`config.mk`:
```
export PLATFORM = sky130hd
export DESIGN_NAME = fir_mac_seq
export DESIGN_NICKNAME = d
export VERILOG_FILES = /design/src/rtl/fir_mac_seq.sv
export SDC_FILE = /design/constraint.sdc
export NUM_CORES = 1
export LEC_CHECK = 0
export BUFFER_PORTS_ARGS = -buffer_cell sky130_fd_sc_hd__buf_4
export CAP_MARGIN = 25
export CORE_ASPECT_RATIO = 0.8
export CORE_MARGIN = 8
export CORE_UTILIZATION = 65
export CTS_BUF_LIST = sky130_fd_sc_hd__clkbuf_4 sky130_fd_sc_hd__clkbuf_8
export DETAILED_ROUTE_END_ITERATION = 8
export GPL_TIMING_DRIVEN = 0
export PLACE_DENSITY = 0.84
export SLEW_MARGIN = 20
export SYNTH_ARGS = -nofsm -noshare
export SYNTH_HDL_FRONTEND = slang
export SYNTH_SLANG_ARGS = --single-unit
```
`constraint.sdc`:
```
create_clock -name clk -period 12.1 [get_ports clk]
set_input_delay 1.21 -clock clk [delete_from_list [all_inputs] [get_ports clk]]
set_output_delay 1.21 -clock clk [all_outputs]
set_load 0.01 [all_outputs]
```
`src/rtl/fir_mac_seq.sv`:
```
// ---------------------------------------------------------------------------
// fir_mac_seq
//
// Sequencer and multiply-accumulate stage of a 6-tap FIR filter. It sits
// directly downstream of the tap-select mux. For each accepted sample it
// walks the mux selector I through 1..6 and multiplies the tap X returned
// for each selector value by the matching coefficient. After the sixth
// product it emits one saturated output sample and a one-cycle strobe that
// shifts the external delay line.
//
// Timing of one sample (E0 = edge that samples sample_valid):
//   I = k during (E(k-1), Ek) for k = 1..6
//   y_valid / shift_en high during (E6, E7), back in IDLE after E7
//
// Ports
//   clk          in   1        rising-edge clock
//   rst_n        in   1        synchronous reset, active low
//   sample_valid in   1        new sample present on DATTA (1-cycle strobe)
//   X            in   bits_X   selected tap from the mux (signed)
//   I            out  bits_I   registered mux selector, 0 = idle
//   shift_en     out  1        delay-line shift strobe
//   Y            out  bits_X   filtered output (signed), held between results
//   y_valid      out  1        one-cycle pulse when Y is updated
//   busy         out  1        high whenever the sequencer is not idle
//   overrun      out  1        sticky, sample_valid seen while busy
// ---------------------------------------------------------------------------
module fir_mac_seq #(
    parameter int bits_I   = 3,
    parameter int bits_X   = 16,
    parameter int bits_ACC = 35,
    parameter int FRAC     = 15,
    parameter logic signed [bits_X-1:0] C0 = bits_X'(5461),
    parameter logic signed [bits_X-1:0] C1 = bits_X'(5461),
    parameter logic signed [bits_X-1:0] C2 = bits_X'(5461),
    parameter logic signed [bits_X-1:0] C3 = bits_X'(5461),
    parameter logic signed [bits_X-1:0] C4 = bits_X'(5461),
    parameter logic signed [bits_X-1:0] C5 = bits_X'(5461)
) (
    input  logic              clk,
    input  logic              rst_n,
    input  logic              sample_valid,
    input  logic [bits_X-1:0] X,
    output logic [bits_I-1:0] I,
    output logic              shift_en,
    output logic [bits_X-1:0] Y,
    output logic              y_valid,
    output logic              busy,
    output logic              overrun
);

    localparam logic [1:0] ST_IDLE = 2'd0;
    localparam logic [1:0] ST_MAC  = 2'd1;
    localparam logic [1:0] ST_DONE = 2'd2;

    localparam int PW = 2 * bits_X;

    localparam logic signed [bits_ACC-1:0] YMAX = bits_ACC'((2 ** (bits_X - 1)) - 1);
    localparam logic signed [bits_ACC-1:0] YMIN = -YMAX - bits_ACC'(1);

    logic [1:0]                 state_q, state_d;
    logic [bits_I-1:0]          i_q, i_d;
    logic signed [bits_ACC-1:0] acc_q, acc_d;
    logic [bits_X-1:0]          y_q, y_d;
    logic                       yv_q, yv_d;
    logic                       sh_q, sh_d;
    logic                       ovr_q, ovr_d;

    logic signed [bits_X-1:0]   coef;
    logic signed [PW-1:0]       prod;
    logic signed [bits_ACC-1:0] sum;
    logic signed [bits_ACC-1:0] shifted;
    logic [bits_X-1:0]          ySat;

    // The mux returns the oldest tap first (I=1 -> REG5), so the coefficient
    // order is reversed relative to the selector: I=1 pairs with C5 and I=6
    // pairs with C0, which weights the newest sample on DATTA.
    always_comb begin
        coef = '0;
        case (i_q)
            bits_I'(1): coef = C5;
            bits_I'(2): coef = C4;
            bits_I'(3): coef = C3;
            bits_I'(4): coef = C2;
            bits_I'(5): coef = C1;
            bits_I'(6): coef = C0;
            default:    coef = '0;
        endcase
    end

    // Full-precision signed product, sign-extended into the accumulator.
    // The accumulator is wide enough that six full-scale products cannot
    // overflow, so the only clipping happens once at the output. The
    // arithmetic right shift rounds toward minus infinity.
    always_comb begin
        prod    = PW'($signed(X)) * PW'(coef);
        sum     = acc_q + bits_ACC'(prod);
        shifted = sum >>> FRAC;
        if (shifted > YMAX) begin
            ySat = YMAX[bits_X-1:0];
        end else if (shifted < YMIN) begin
            ySat = YMIN[bits_X-1:0];
        end else begin
            ySat = shifted[bits_X-1:0];
        end
    end

    // Next-state logic for the sequencer. The strobes default low so that
    // y_valid and shift_en are single-cycle pulses on DONE entry. A sample
    // arriving outside IDLE never disturbs the running sequence; it only
    // latches the sticky overrun flag.
    always_comb begin
        state_d = state_q;
        i_d     = i_q;
        acc_d   = acc_q;
        y_d     = y_q;
        yv_d    = 1'b0;
        sh_d    = 1'b0;
        ovr_d   = ovr_q;

        case (state_q)
            ST_IDLE: begin
                if (sample_valid) begin
                    acc_d   = '0;
                    i_d     = bits_I'(1);
                    state_d = ST_MAC;
                end
            end
            ST_MAC: begin
                acc_d = sum;
                if (i_q == bits_I'(6)) begin
                    i_d     = '0;
                    state_d = ST_DONE;
                    y_d     = ySat;
                    yv_d    = 1'b1;
                    sh_d    = 1'b1;
                end else begin
                    i_d = i_q + bits_I'(1);
                end
            end
            ST_DONE: begin
                state_d = ST_IDLE;
            end
            default: begin
                state_d = ST_IDLE;
                i_d     = '0;
            end
        endcase

        if (state_q != ST_IDLE && sample_valid) begin
            ovr_d = 1'b1;
        end
    end

    // State registers. Reset abandons any sample in flight: the strobes are
    // cleared along with the state, so no result or shift is produced for it.
    always_ff @(posedge clk) begin
        if (!rst_n) begin
            state_q <= ST_IDLE;
            i_q     <= '0;
            acc_q   <= '0;
            y_q     <= '0;
            yv_q    <= 1'b0;
            sh_q    <= 1'b0;
            ovr_q   <= 1'b0;
        end else begin
            state_q <= state_d;
            i_q     <= i_d;
            acc_q   <= acc_d;
            y_q     <= y_d;
            yv_q    <= yv_d;
            sh_q    <= sh_d;
            ovr_q   <= ovr_d;
        end
    end

    assign I        = i_q;
    assign Y        = y_q;
    assign y_valid  = yv_q;
    assign shift_en = sh_q;
    assign overrun  = ovr_q;
    assign busy     = (state_q != ST_IDLE);

endmodule
```
Word-level counts from Yosys, hierarchy flattened. Index checks and enable logic that the tools add are counted. Widths: inputs -> output; s select.

Flip-flop bits (word level): 58. Input bits: 19. Output and inout port bits: 23. Word-level logic and storage cells: 44.

Add/sub/neg operators: 2. Multiply operators: 1. Magnitude comparators: 2. Equal/unequal tests: 10. Multiplexer cells: 12. Bitwise operators: 1. Reduce and logical (&&, ||, !) cells: 10.

Operator list (count): $pmux 35 s2 (1); $add 35x30->35 (1); $mux 35 (1); $mux 16 (2); $mul 16x14->30 (1); $gt 20x16->1 const B (1); $lt 20x16->1 const B (1); $mux 13 (1); $reduce_and 2->1 (5); $eq 3x3->1 const B (3); $pmux 3 s3 (1); $eq 3x2->1 const B (2); $mux 3 (2); $reduce_or 6->1 (1); $mux 2 (2); $ne 2x2->1 const B (2); $pmux 2 s2 (1); $reduce_bool 2->1 (2); $add 3x1->3 const B (1); $eq 3x1->1 const B (1); $eq 2x1->1 const B (1); $eq 2x2->1 const B (1); $logic_not 2->1 (1); $logic_and 1x1->1 (1); 2 further kinds (2).

Logic depth before layout (Yosys ltp).
Depth in word-level cells: 8. Gate-level depth with buffers: 28. Mapped depth without buffers: 25.

Worst setup path after synthesis. No wires, ideal clock.

Kind: input to register. Start point: in X[15]. End point: reg y_q[0], in the netlist Y[0]. Data arrival time: 8.486 ns. Setup slack: 3.495 ns. Stages: 25. Path through: and3_1 -> clkbuf_1 -> clkbuf_1 -> ha_1 -> inv_1 -> fa_1 -> inv_1 -> fa_1 -> fa_1 -> fa_1 -> inv_1 -> fa_1 -> inv_1 -> ha_1 -> buf_4 -> a211o_1 -> a211oi_1 -> o31ai_1 -> a311o_1 -> o211ai_2 -> nor4bb_1 -> a211oi_2 -> buf_6 -> nor2_1 -> o221a_1.

Word-level cells in the longest chain between the ends: 5.

Ends and longest elaborated chain: start, declared (line 42) `input logic [bits_X-1:0] X,`; $mul 16x14->30 (*) (line 95) `prod = PW'($signed(X)) * PW'(coef);`; $add 35x30->35 (*) (line 96) `sum = acc_q + bits_ACC'(prod);`; $lt 20x16->1 (line 100) `end else if (shifted < YMIN) begin`; $mux 16 (line 100); $mux 16 (*) (line 98) `if (shifted > YMAX) begin`; end signal, assigned (line 169) `y_q <= y_d;`; end, declared (line 63) `logic [bits_X-1:0] y_q, y_d;`.

Every way passes the cells marked *; elsewhere a longest branch is shown, timed or not. A chain may end at the register's enable or synchronous reset.

Worst setup path after layout. Same ends and word-level chain as after synthesis.

==> impl_metrics.env <==
export IMPL_status="completed"
export IMPL_clock_transition_at_the_registers_of_the_reported_paths_ns=0.07
export IMPL_critical_path_top_delay_family="adder cells"
export IMPL_clock_sink_count=58
export IMPL_min_path_type="register to register"
export IMPL_grt_overflow_total=0
export IMPL_timing_final_setup_violations=0
export IMPL_maxCapViolations=0
export IMPL_syn_cell_area_sq_um=9390
export IMPL_top_layer="met4"
export IMPL_tns_ns=0
export IMPL_worst_pin_slew_ns=0.872
export IMPL_setup_worst_path_start="X[15]"
export IMPL_post_drt_via_cell_ratio=5.74
export IMPL_post_dp_hpwl_microns=19300
export IMPL_sequential_share_of_the_synthesized_area_pct=12.4
export IMPL_fp_dieArea_sq_um=18600
export IMPL_cts_tree="built"
export IMPL_flow_area_growth_from_synthesis_pct=8.25
export IMPL_worstReg2RegStart="I[0]"
export IMPL_fp_dieW_microns=150
export IMPL_report_final_slew_viol_count=0
export IMPL_synth_top_family_by_area="adder cells"
export IMPL_fill_cells=1090
export IMPL_met2WireLength_microns=9960
export IMPL_route_final_wire_length_microns=22600
export IMPL_syn_num_nets=1347
export IMPL_post_drt_wl_per_cell_microns=17.2
export IMPL_postRouteAntennaNets=0
export IMPL_cp_buffers_inverters=9
export IMPL_finalNetCount=1398
export IMPL_synth_mux_area_fraction_pct=0.973
export IMPL_yosys_area_share_xor_xnor_pct=5.78
export IMPL_timing_fmax_ghz=0.120
export IMPL_drt_pass1_iter_count=5
export IMPL_post_synth_top_area_fraction_pct=24.9
export IMPL_crit_path_max_incr_delay_ns=0.71
export IMPL_synthSimpleGateAreaFrac_pct=12.4
export IMPL_cts_repair_resize_count=0
export IMPL_grt_pass1_vias=7674
export IMPL_drc=0
export IMPL_grt_first_pass_wirelength_microns=37200
export IMPL_m1WireLength_microns=10200
export IMPL_synth_most_common_cell="inv_1"
export IMPL_initial_core_util_pct=66.1
export IMPL_cts_hold_fix_buffers=0
export IMPL_synth_cell_types=69
export IMPL_io_buffer_count=40
export IMPL_clock_tree_root_cell="clkbuf_8"
export IMPL_synth_edf_count=0
export IMPL_syn_area_cell_sq_um=8.71
export IMPL_clk_buf_depth=2
export IMPL_maximum_level_of_the_cts_h_tree=3
export IMPL_finalCritPeriodShare_pct=69.1
export IMPL_place_gp_congestion=0.952
export IMPL_rsz0062_at_grt="no"
export IMPL_worstPathRequired_ns=12.33
export IMPL_leading_cell_types_by_count_after_synthesis="inv_1 (243), ha_1 (133), fa_1 (117), nor2_1 (69), nand2_1 (59)"
export IMPL_arrival_ns=8.59
export IMPL_hold_viol_final=0
export IMPL_global_route_usage_total_pct=25.2
export IMPL_worstSetupStartpointType="input port"
export IMPL_postCtsSetupBuffers=0
export IMPL_finClkSkew_ns=0.0119
export IMPL_worst_skew_pair_late_latency_ns=0.35
export IMPL_hold_start="overrun"
export IMPL_post_route_cells_drive_above_1_share_pct=7.85
export IMPL_criticalPathCategory="input port to register"
export IMPL_synth_compound_gate_area_share_pct=14.0
export IMPL_largest_area_contributor_in_the_synthesized_netlist="fa_1"
export IMPL_cts_buffers_inserted=9
export IMPL_crit_path_frequent_cell="fa_1"
export IMPL_synth_top_cells_by_area="fa_1 (25%), ha_1 (18%), dfxtp_1 (12%)"
export IMPL_dr_wl_met3_microns=2110
export IMPL_synthesis_yosys_warnings=0
export IMPL_slowest_stage_cell_cp="clkbuf_4"
export IMPL_core_area_sq_um=14200
export IMPL_adder_cell_area_share_of_the_yosys_netlist_pct=42.7
export IMPL_syn_instance_count=1078
export IMPL_insertedDiodeCount=0
export IMPL_critPathCaptureType="register"
export IMPL_dominantRegCellSynth="dfxtp_1"
export IMPL_initialDrtViolationCount=585
export IMPL_num_vias=7568
export IMPL_ioPinCount=42
export IMPL_die_height_microns=124
export IMPL_antenna_found_initial=0
export IMPL_fp_row_count=39
export IMPL_timing_critical_path_fanout_max=56
export IMPL_synth_ff_latch_count=58
export IMPL_synthArstFlopShare_pct=0
export IMPL_grt_max_degree=57
export IMPL_timing_max_slew_rel_slack_pct=41.4
export IMPL_layout_min_cycle_time_ns=8.36
==> worst register-to-register path, cell delays in order (launching register included) <==
cell,delay [ns]
dfxtp_1,0.46
nand3_1,0.42
and3_1,0.36
clkbuf_1,0.26
clkbuf_4,0.54
ha_1,0.48
inv_1,0.07
fa_1,0.53
inv_1,0.05
fa_1,0.52
fa_1,0.44
fa_1,0.54
inv_1,0.05
fa_1,0.53
inv_1,0.04
ha_1,0.26
buf_2,0.18
and3_1,0.20
nand4_1,0.21
a2111oi_0,0.69
o21ai_0,0.24
nor4bb_1,0.20
a211oi_2,0.50
buf_6,0.21
nor2_1,0.06
o221a_1,0.21
==> kinds of logic (layout without fill, tap and decap cells) <==
family                     Yosys count  in the layout
and+or+nand+nor                    235            235
buffers and inverters              284            340
AOI/OAI and AO/OA                  180            180
muxes                                9              9
DFF                                 58             58
xor gates and xnor gates            62             62
adders and majority gates          250            250
==> layout by cell type, fill, tap and decap left out, drive strengths merged, types with 6 or more instances in the layout <==
cell type,n
fa,117
ha,133
nand4,8
o221a,16
a21oi,42
nand3,9
nor2,69
o21a,12
and2,12
nor3,11
clkbuf,33
nor2b,15
a211oi,6
a22oi,27
xor2,28
a21o,7
xnor2,34
o21ai,27
inv,245
nand2,59
mux2i,8
and3,35
dfxtp,58
o211ai,7
buf,55
==> routing by layer <==
| metal | vias to the layer above | global-route usage (%) |
|---|---|---|
| met5 | - | 0 |
| met4 | 0 | 5.23 |
| met3 | 37 | 4.61 |
| met2 | 304 | 40.4 |
| met1 | 3638 | 35.1 |
| li1 | 3589 | - |
==> cell type report <==
| class | instances | area [sq um] | area share (%) |
|---|---|---|---|
| Multi-Input combinational cell | 736 | 7120 | 70.1 |
| Sequential cell | 58 | 1160 | 11.4 |
| Inverter | 244 | 916 | 9.01 |
| Timing Repair Buffer | 40 | 300 | 2.95 |
| Tap cell | 184 | 230 | 2.26 |
| Buffer | 40 | 196 | 1.93 |
| Clock buffer | 9 | 124 | 1.22 |
| Clock inverter | 7 | 116 | 1.14 |
==> stage by stage <==
stage / setup WS [ns] / utilization [%] / instance area [sq um] / cells / hold WS [ns]
2_1_floorplan: 3.50 / - / 9390 / 1078 / 0.458
3_5_place_dp: 3.49 / 69.9 / 9920 / 1302 / 0.483
5_1_grt: 3.34 / 71.6 / 10200 / 1318 / 0.552
6_report: 3.74 / 71.6 / 10200 / 1318 / 0.501
3_3_place_gp: 2.29 / 69.9 / 9920 / 1302 / 0.453
4_1_cts: 3.85 / 71.6 / 10200 / 1318 / 0.498
==> sequential cells by signal, indices dropped and copies added, names as in the netlist <==
name      cells
acc_q        35
Y            16
I             3
state_q       2
overrun       1
shift_en      1
==> path summary, 6_finish.rpt <==
kind	end	slack, ns	cells after the start
max	Y[0]	3.74	25
min	overrun	0.50	2
max reg2reg	Y[0]	3.75	25
min reg2reg	overrun	0.50	2
Power is left out: the tool's default activity adds up to more than one toggle a clock period on the data nets, which glitch-free logic cannot reach.
